<file path="config.mk">
export PLATFORM = sky130hd
export DESIGN_NAME = store_buffer
export DESIGN_NICKNAME = d
export VERILOG_FILES = /design/src/rtl/store_buffer_pkg.sv /design/src/rtl/store_buffer_fwd.sv /design/src/rtl/store_buffer.sv
export SDC_FILE = /design/constraint.sdc
export NUM_CORES = 1
export LEC_CHECK = 0
export ABC_AREA = 1
export CAP_MARGIN = 5
export CORE_UTILIZATION = 40
export DETAILED_ROUTE_END_ITERATION = 10
export GPL_TIMING_DRIVEN = 0
export PLACE_DENSITY = 0.69
export SYNTH_ARGS = -nofsm -noshare
export SYNTH_HDL_FRONTEND = slang
export SYNTH_HIERARCHICAL = 1
export SYNTH_SLANG_ARGS = --single-unit
</file>
<file path="constraint.sdc">
create_clock -name CLK -period 4.15 [get_ports CLK]
set_input_delay 1.0375 -clock CLK [delete_from_list [all_inputs] [get_ports CLK]]
set_output_delay 1.0375 -clock CLK [all_outputs]
set_load 0.01 [all_outputs]
</file>
<file path="src/rtl/store_buffer_pkg.sv">
// store_buffer_pkg
// Shared definitions for the posted-write store buffer.
//   SB_ADDR_WIDTH / SB_DATA_WIDTH : default address and data widths; buffered
//                                   entries are stored at these widths
//   sb_entry_t                    : one buffered store {addr, data}
//   sb_ptr_width()                : head/tail pointer width for a given depth
package store_buffer_pkg;

    localparam int SB_ADDR_WIDTH = 32;
    localparam int SB_DATA_WIDTH = 32;

    typedef struct packed {
        logic [SB_ADDR_WIDTH-1:0] addr;
        logic [SB_DATA_WIDTH-1:0] data;
    } sb_entry_t;

    function automatic int sb_ptr_width(input int depth);
        return (depth > 1) ? $clog2(depth) : 1;
    endfunction

endpackage

</file>
<file path="src/rtl/store_buffer_fwd.sv">
// store_buffer_fwd
// Combinational youngest-match search over the buffered stores.
//   entries  : FIFO storage array
//   valid    : one bit per slot, set when the slot holds a buffered store
//   tail_ptr : next slot to be written; the youngest entry sits at tail_ptr-1
//   load_addr: address being loaded
//   hit      : some valid entry matches load_addr
//   data     : data of the youngest matching entry (zero when no hit)
module store_buffer_fwd
    import store_buffer_pkg::*;
#(
    parameter int DEPTH = 4,
    parameter int PW    = sb_ptr_width(DEPTH)
) (
    input  sb_entry_t                entries [DEPTH],
    input  logic [DEPTH-1:0]         valid,
    input  logic [PW-1:0]            tail_ptr,
    input  logic [SB_ADDR_WIDTH-1:0] load_addr,
    output logic                     hit,
    output logic [SB_DATA_WIDTH-1:0] data
);

    logic [PW-1:0] idx;

    // Walk from oldest (tail-DEPTH) to youngest (tail-1) so the youngest
    // match is the last assignment and therefore wins.
    always_comb begin
        hit  = 1'b0;
        data = '0;
        idx  = '0;
        for (int k = DEPTH; k >= 1; k--) begin
            idx = tail_ptr - PW'(k);
            if (valid[idx] && (entries[idx].addr == load_addr)) begin
                hit  = 1'b1;
                data = entries[idx].data;
            end
        end
    end

endmodule

</file>
<file path="src/rtl/store_buffer.sv">
// store_buffer
// Posted-write buffer between the core load/store datapath and data_memory.
// Stores are queued and drained one per cycle whenever the shared memory
// port is not needed by a load; loads forward from the youngest buffered
// store to the same address. A load that keeps the port busy for
// STARVE_LIMIT cycles while stores wait is overridden by a forced drain.
//   CLK, Reset                        : clock, async active-high reset
//   StoreReq/StoreAddr/StoreData      : core store request
//   StoreReady                        : buffer not full
//   LoadReq/LoadAddr/LoadData         : core load request, combinational result
//   CoreStall                         : core must hold its instruction
//   Empty                             : no buffered stores
//   MemAddress/MemWriteData/MemWrite  : data_memory write/address port
//   MemReadData                       : data_memory read data
module store_buffer
    import store_buffer_pkg::*;
#(
    parameter int DEPTH        = 4,
    parameter int ADDR_WIDTH   = SB_ADDR_WIDTH,
    parameter int DATA_WIDTH   = SB_DATA_WIDTH,
    parameter int STARVE_LIMIT = 8
) (
    input  logic                  CLK,
    input  logic                  Reset,
    input  logic                  StoreReq,
    input  logic [ADDR_WIDTH-1:0] StoreAddr,
    input  logic [DATA_WIDTH-1:0] StoreData,
    output logic                  StoreReady,
    input  logic                  LoadReq,
    input  logic [ADDR_WIDTH-1:0] LoadAddr,
    output logic [DATA_WIDTH-1:0] LoadData,
    output logic                  CoreStall,
    output logic                  Empty,
    output logic [ADDR_WIDTH-1:0] MemAddress,
    output logic [DATA_WIDTH-1:0] MemWriteData,
    output logic                  MemWrite,
    input  logic [DATA_WIDTH-1:0] MemReadData
);

    localparam int PW = sb_ptr_width(DEPTH);
    localparam int CW = $clog2(DEPTH + 1);
    localparam int SW = (STARVE_LIMIT > 0) ? $clog2(STARVE_LIMIT + 1) : 1;

    sb_entry_t                entries [DEPTH];
    logic [PW-1:0]            head_ptr;
    logic [PW-1:0]            tail_ptr;
    logic [CW-1:0]            count;
    logic [SW-1:0]            starve;

    logic                     full;
    logic                     not_empty;
    logic                     starved;
    logic                     drain;
    logic                     enq;
    logic [DEPTH-1:0]         valid;
    logic [PW-1:0]            offset;
    logic                     fwd_hit;
    logic [SB_DATA_WIDTH-1:0] fwd_data;

    assign full      = (count == CW'(DEPTH));
    assign not_empty = (count != '0);
    assign starved   = (starve == SW'(STARVE_LIMIT));
    assign drain     = not_empty && (!LoadReq || starved);
    assign enq       = StoreReq && !full;

    assign StoreReady = !full;
    assign Empty      = !not_empty;

    // A slot is valid when its distance from head (mod DEPTH) is below count.
    always_comb begin
        valid  = '0;
        offset = '0;
        for (int i = 0; i < DEPTH; i++) begin
            offset   = PW'(i) - head_ptr;
            valid[i] = (CW'(offset) < count);
        end
    end

    store_buffer_fwd #(
        .DEPTH (DEPTH),
        .PW    (PW)
    ) u_fwd (
        .entries   (entries),
        .valid     (valid),
        .tail_ptr  (tail_ptr),
        .load_addr (SB_ADDR_WIDTH'(LoadAddr)),
        .hit       (fwd_hit),
        .data      (fwd_data)
    );

    // In drain mode the head entry owns the port; otherwise the load does.
    always_comb begin
        MemAddress   = LoadAddr;
        MemWriteData = '0;
        MemWrite     = 1'b0;
        if (drain) begin
            MemAddress   = ADDR_WIDTH'(entries[head_ptr].addr);
            MemWriteData = DATA_WIDTH'(entries[head_ptr].data);
            MemWrite     = 1'b1;
        end
    end

    assign LoadData = fwd_hit ? DATA_WIDTH'(fwd_data) : MemReadData;

    // A drain while LoadReq is high can only be a forced drain; the load
    // then has no port unless forwarding already covers it.
    assign CoreStall = (StoreReq && full) || (LoadReq && drain && !fwd_hit);

    // Entry storage needs no reset: validity comes from head/count.
    always_ff @(posedge CLK) begin
        if (enq) begin
            entries[tail_ptr].addr <= SB_ADDR_WIDTH'(StoreAddr);
            entries[tail_ptr].data <= SB_DATA_WIDTH'(StoreData);
        end
    end

    always_ff @(posedge CLK or posedge Reset) begin
        if (Reset) begin
            head_ptr <= '0;
            tail_ptr <= '0;
            count    <= '0;
            starve   <= '0;
        end else begin
            if (enq) begin
                tail_ptr <= tail_ptr + PW'(1);
            end
            if (drain) begin
                head_ptr <= head_ptr + PW'(1);
            end
            if (enq && !drain) begin
                count <= count + CW'(1);
            end else if (drain && !enq) begin
                count <= count - CW'(1);
            end
            if (drain || !not_empty) begin
                starve <= '0;
            end else if (LoadReq && !starved) begin
                starve <= starve + SW'(1);
            end
        end
    end

endmodule
</file>
==> impl_metrics.csv, run 1 <==
group,metric,value,unit
run_status,status,"complete, but fails checks",
run_status,violations,"setup timing",
clocking,numCtsBuffers,30,
finish,fillCellCount,5303,
synthesis,synth_largest_area_cell,"edfxtp_1",
clocking,cts_buffer_depth,3,
detailed_routing,drt_first_pass_iters,6,
synthesis,syn_area_per_cell,6.49,um2
synthesis,ys_seq_elements,267,
setup_path,path_max_fanout,5,
pwr,power,21.8,mW
finish,layout.nets,3856,
clocking,cts_tree,"yes",
setup_path,critPathArrivalTime,4.24,ns
job,maxCapViolCount,0,
detailed_routing,avgViaCountPerCell,5.71,
timing,layout_setup_ws,-1.13,ns
clocking,clock_latency,0.60,ns
timing,rsz0062_at_grt,"yes",
placement,dp_hpwl,74200,um
detailed_routing,ant_nets,0,
die,start_util,40.8,%
synthesis,ys_types,29,
synthesis,yosysWarnings,6,
die,io_pins,232,
die,core-area,54100,um2
die,num_rows,85,
clocking,htree_levels,1,
detailed_routing,num_vias,25300,
timing,setup_viol,35,
synthesis,yosys-top-cells-area,"edfxtp_1 35%, nand2_1 28%, nand3_1 7.1%, mux2i_1 5.8%, inv_1 4.7%",
timing,slew_violations,0,
setup_path,criticalPathCategory,"reg2out",
setup_path,required,3.11,ns
clocking,cts_num_sinks,267,
setup_path,crit_path_end_kind,"output pin",
die,die_h,237,um
global_route,grt_max_degree,28,
synthesis,netlist.area_leader.share,34.8,%
global_route,antenna_found_initial,3,
timing,skew,0.0163,ns
global_route,grt_pass1_wl,148000,um
worst_hold_path,min_path_type,"reg2reg",
synthesis,syn_area,22100,um2
setup_path,r2r_start,"count[1]",
timing,layout_min_cycle_time,5.28,ns
die,die_area,56200,um2
timing,slew_headroom,17.1,%
setup_path,reg2regPathDepth,5,
finish,synthToLayoutAreaGrowth,24.3,%
synthesis,synth_fp_nets,3548,
clocking,clk_pin_slew,0.07,ns
detailed_routing,drtIter0Drc,4236,
synthesis,ys_seq_area_share,36.1,%
global_route,first_global_vias,22500,
timing,tightestPinTransition,1.24,ns
worst_hold_path,hold_start,"starve[0]",
finish,drive_gt1_share,10.8,%
placement,place_congestion,1.11,
die,die_w,237,um
timing,fin_crit_sh,127,%
detailed_routing,detail_route.wl_per_cell,23.5,um
timing,fin_tns_setup,-36.42,ns
setup_path,critPathLaunchType,"flip-flop",
timing,hold_ws,0.499,ns
setup_path,rrSetupSlack,1.41,ns
timing,fmax,189,MHz
global_route,grt_usage,36.0,%
global_route,gr-total-overflow,0,
worst_hold_path,hold-path-endpoint,"starve[0]",
pwr,irDropWorstVdd,0.444,mV
detailed_routing,wirelength,104000,um
setup_path,r2r-end,"entries[113]",
clocking,clock-root-buffer,"clkbuf_16",
placement,io_buffers,231,
pwr,powerDensity,796,nW/um2
detailed_routing,drc,0,
pwr,p_leak,13.7,nW
worst_hold_path,hold-path-cell-count,1,
synthesis,syn_inst,3404,
timing,hold_violations,0,
==> cell type report <==
type | instances | area, um2 | share of cell area, %
Inverter | 284 | 1090 | 3.98
Buffer | 203 | 1410 | 5.14
Clock inverter | 24 | 251 | 0.916
Sequential cell | 267 | 7960 | 29.0
Timing Repair Buffer | 276 | 2750 | 10.0
Tap cell | 696 | 871 | 3.17
Antenna cell | 1 | 2.50 | 0.00912
Multi-Input combinational cell | 2649 | 12300 | 45.0
Timing Repair inverter | 1 | 11.3 | 0.0410
Clock buffer | 32 | 758 | 2.76
==> logic make-up (layout without fill, tap and decap cells) <==
logic type / count (synthesis) / count (layout) / synth area share (%)
mux: 128 / 128 / 5.80
fa+ha+maj: 12 / 12 / 0.714
xor+xnor: 30 / 30 / 1.19
compound gates: 290 / 290 / 6.80
buf+inv: 488 / 820 / 9.82
other cells: 0 / 1 / 0
flops: 267 / 267 / 36.1
simple gates: 2189 / 2189 / 39.6
==> sequential cells by signal (all words and copies together) (netlist names) <==
name      count
count         3
tail_ptr      2
head_ptr      2
starve        4
entries     256
==> what timing repair did <==
action / 4_1_cts / 5_1_grt
hold buffers: 0 / 0
pin swaps: 39 / 14
gates resized for setup: 285 / 65
buffers inserted: 27 / 5
gates cloned: 7 / 0
endpoints found under the setup margin: 82 / 67
==> through the flow <==
step	area, um2	cells	util, %	worst slack, ns
final	27400	4433	50.7	-1.13
after global routing	27400	4433	50.7	-1.22
after CTS	27200	4429	50.3	-0.986
after detailed placement	25500	4339	47.1	-2.33
after global placement	25300	4331	46.7	-3.73
after floorplan	22100	3404	-	-0.194
==> synthesized netlist by cell type (all sizes together) <==
library cell,n
nand4,5
inv,284
a21oi,41
nand3,315
dfrtp,11
fa,1
nor3,36
edfxtp,256
buf,144
xor2,28
clkbuf,60
nand2,1623
nor2,203
ha,11
xnor2,2
o211ai,20
mux2i,128
or2,5
and2,2
o21ai,229
==> worst max-delay path, cell delays in order (launching register included) <==
cell and delay (ns):
dfrtp_1 0.40, buf_6 0.14, inv_4 0.05, buf_8 0.12
buf_12 0.12, ha_4 0.19, buf_4 0.13, a21oi_2 0.16
or2_4 0.16, nand2_1 0.06, nand2_2 0.09, nand2_1 0.06
o21ai_1 0.10, nand2_1 0.09, nor2_2 0.16, nand2_1 0.07
nor2_1 0.09, nand2_1 0.12, nor2_4 0.24, nand2_4 0.12
buf_8 0.14, nand4_1 0.12, clkbuf_16 0.23, inv_16 0.06
clkbuf_16 0.16, nand2_2 0.05, nand2_1 0.05, buf_2 0.13
==> power breakdown <==
group	switching, mW	total, mW	internal (mW)
Sequential	0.435	4.15	3.72
Combinational	10.4	14.9	4.47
Clock	1.16	2.79	1.63
Total	12.0	21.8	9.82
==> cell usage in the layout, fill, tap and decap left out, drive strengths merged, types with 11 or more instances in the layout <==
cell,count
xor2,28
edfxtp,256
mux2i,128
clkinv,18
nand3,315
ha,11
clkdlybuf4s50,198
nor3,36
clkbuf,102
a21oi,41
o21ai,229
buf,210
dfrtp,11
nor2,203
o211ai,20
inv,284
nand2,1623
==> how the worst max path moves through the flow <==
| stage | slack [ns] | start | depth (start not counted) | endpoint |
|---|---|---|---|---|
| floorplan | -0.19 | StoreReq | 2 | entries[0] |
| finish | -1.13 | head_ptr[1] | 27 | LoadData[18] |
| CTS | -0.99 | head_ptr[0] | 27 | LoadData[6] |
| global route | -1.22 | head_ptr[1] | 27 | LoadData[16] |
| detailed placement | -2.33 | head_ptr[1] | 25 | LoadData[10] |
| global placement | -3.73 | StoreReq | 3 | entries[49] |
==> per-layer routing <==
metal | wire, um | global-route usage [%]
met5 | 17 | 0
met4 | 5690 | 16.4
met3 | 14700 | 9.63
met2 | 41800 | 50.7
met1 | 42100 | 51.0
Power figures use the tool's default switching activity.
==> run 2, diff against run 1 <==
- ABC_AREA: 1 -> not set
- PLACE_DENSITY: 0.69 -> 0.67
- SLEW_MARGIN: not set -> 30
- clock period: 4.15 -> 5.7 ns (I/O delays scaled with it)
==> run 2 against run 1 <==
The flow still finishes with violations (setup timing); area after synthesis is 3.7% lower; total power is 36% lower; combinational power is 40% lower; largest power group unchanged; sequential cell count stayed put; critical path type unchanged; critical path depth is 13 lower.
==> impl_metrics.csv, run 2 <==
group,metric,value,unit
setup_path,criticalPathCategory,"reg2out",
clocking,cts_buffer_depth,3,
pwr,irDropWorstVdd,0.272,mV
pwr,power,13.9,mW
finish,layout_commonest_cell,"edfxtp_1",
pwr,powerDensity,517,nW/um2
timing,setup_viol,33,
global_route,grt_max_degree,36,
pwr,p_leak,10.6,nW
synthesis,yosysWarnings,6,
synthesis,synth-edff-count,256,
finish,layout.cells.non_filler,2805,
detailed_routing,drc,0,
timing,slew_headroom,29.1,%
clocking,clock-root-buffer,"clkbuf_16",
setup_path,reg2regPathDepth,7,
finish,postLayoutCellArea,26800,um2
finish,largest_register_ffs,256,
global_route,gr-total-overflow,0,
die,num_rows,84,
finish,drive_gt1_share,25.0,%
timing,tightestPinTransition,1.06,ns
synthesis,syn_inst,1793,
synthesis,ys_types,77,
timing,layout_min_cycle_time,6.58,ns
detailed_routing,ant_nets,0,
detailed_routing,num_vias,17500,
finish,utilization,51.0,%
timing,fmax,152,MHz
detailed_routing,avgViaCountPerCell,6.23,
clocking,postCtsHoldBufs,0,
worst_hold_path,hold-path-cell-count,1,
finish,top_register,"entries",
setup_path,path_max_fanout,10,
global_route,grt_pass1_wl,121000,um
job,maxCapViolCount,0,
detailed_routing,detail_route.wl_per_cell,30.4,um
clocking,numCtsBuffers,30,
detailed_routing,wirelength,85200,um
global_route,antenna_found_initial,1,
finish,final_cell_mix,"256 x edfxtp_1, 240 x mux2i_1, 194 x and2_1",
timing,hold_ws,0.499,ns
clocking,cts_num_sinks,267,
synthesis,yosys-top-cells-area,"edfxtp_1 36%, mux2i_1 12%, mux4_2 12%, and2_1 5.8%, mux2_2 3.8%",
synthesis,synthTopCellsByCount,"256 x edfxtp_1, 250 x mux2i_1, 198 x and2_1",
timing,fin_crit_sh,115,%
die,die_area,54100,um2
placement,placed_cell_area,24600,um2
placement,dp.cells,2719,
clocking,clk_pin_slew,0.06,ns
timing,slew_violations,0,
run_status,status,"complete, but fails checks",
setup_path,crit_path_end_kind,"output pin",
clocking,cts_tree,"yes",
timing,fin_tns_setup,-26.43,ns
finish,layout.nets,2238,
detailed_routing,drt_first_pass_iters,6,
finish,num_antenna_cells,0,
synthesis,ys_seq_area_share,37.4,%
synthesis,ys_seq_elements,267,
run_status,violations,"setup timing",
worst_hold_path,min_path_type,"reg2reg",
synthesis,yosysMostFrequentCell,"edfxtp_1",
placement,dp_hpwl,61700,um
synthesis,synthFlopType,"edfxtp_1",
die,core-area,52600,um2
finish,top_regs,"entries: 256 flops, starve: 4 flops, count: 3 flops",
synthesis,synth_largest_area_cell,"edfxtp_1",
synthesis,netlist.area_leader.share,36.2,%
setup_path,critPathArrivalTime,5.15,ns
placement,io_buffers,231,
placement,place_congestion,1.01,
global_route,first_global_vias,17500,
placement,dp_slack,-2.47,ns
setup_path,critPathLaunchType,"flip-flop",
timing,skew,0.0283,ns
finish,synthToLayoutAreaGrowth,26.1,%
synthesis,syn_area_per_cell,11.9,um2
clocking,htree_levels,1,
global_route,grt_usage,31.0,%
die,start_util,40.5,%
timing,layout_setup_ws,-0.876,ns
timing,rsz0062_at_grt,"yes",
die,die_w,233,um
timing,hold_violations,0,
die,io_pins,232,
setup_path,required,4.28,ns
detailed_routing,drtIter0Drc,1892,
die,die_h,233,um
synthesis,syn_area,21300,um2
clocking,clock_latency,0.62,ns
synthesis,synth_fp_nets,1937,
synthesis,synth-async-reset-ratio,4.12,%
-- run 2: where the power goes --
| group | internal, mW | switching [mW] | leakage (nW) | total [mW] |
|---|---|---|---|---|
| sequential | 2.70 | 0.336 | 2.52 | 3.04 |
| combinational | 3.88 | 5.03 | 7.64 | 8.91 |
| clock | 1.09 | 0.832 | 0.471 | 1.93 |
| total | 7.67 | 6.20 | 10.6 | 13.9 |
-- run 2: kinds of logic (layout without fill, tap and decap cells) --
logic type / Yosys count / count (layout) / synth area share [%]
fa+ha+maj: 12 / 12 / 0.741
compound gates: 209 / 209 / 7.54
simple gates: 519 / 519 / 14.0
mux: 473 / 473 / 30.1
buf+inv: 189 / 513 / 5.01
flops: 267 / 267 / 37.4
xor+xnor: 124 / 124 / 5.14
-- run 2: per-layer routing --
metal	vias up	GRT usage, %	routed length (um)
met3	230	5.37	6870
met5	-	0	0
met4	0	14.8	4890
met2	1028	53.1	41300
li1	7425	-	-
met1	8793	37.6	32200
-- run 2: layout make-up --
class / instances / area (um2)
clock buffer: 34 / 766
tap: 688 / 861
sequential: 267 / 7970
buffer: 151 / 1320
timing repair buffer: 285 / 2930
inverter: 22 / 90.1
multi-input combinational: 1337 / 12700
clock inverter: 21 / 193
fill: 4597 / 25700
-- run 2: worst paths after layout --
| path | to | start | slack (ns) |
|---|---|---|---|
| min in group asynchronous | count[2] | Reset | 1.12 |
| worst min-delay path | starve[0] | starve[0] | 0.50 |
| worst min register to register | starve[0] | starve[0] | 0.50 |
| worst max register to register | entries[177] | tail_ptr[1] | 2.48 |
| worst max-delay path | LoadData[21] | tail_ptr[1] | -0.88 |
| max in group asynchronous | tail_ptr[0] | Reset | 4.22 |
-- run 2: repair_timing --
action	CTS	global route
setup endpoints to repair	33	33
buffers inserted	33	9
cloned	5	1
resized for setup	352	38
pin swaps	45	12
-- run 2: critical path, cell delays in order, from the launching register on --
cell,delay [ns]
dfrtp_2,0.52
buf_2,0.49
mux2i_2,0.46
mux2i_1,0.16
xnor2_1,0.27
o211ai_1,0.25
or4_1,0.48
or4_4,0.47
buf_6,0.18
clkbuf_4,0.21
or3_1,0.38
mux2i_1,0.16
a211o_1,0.18
mux2_2,0.17
buf_2,0.12
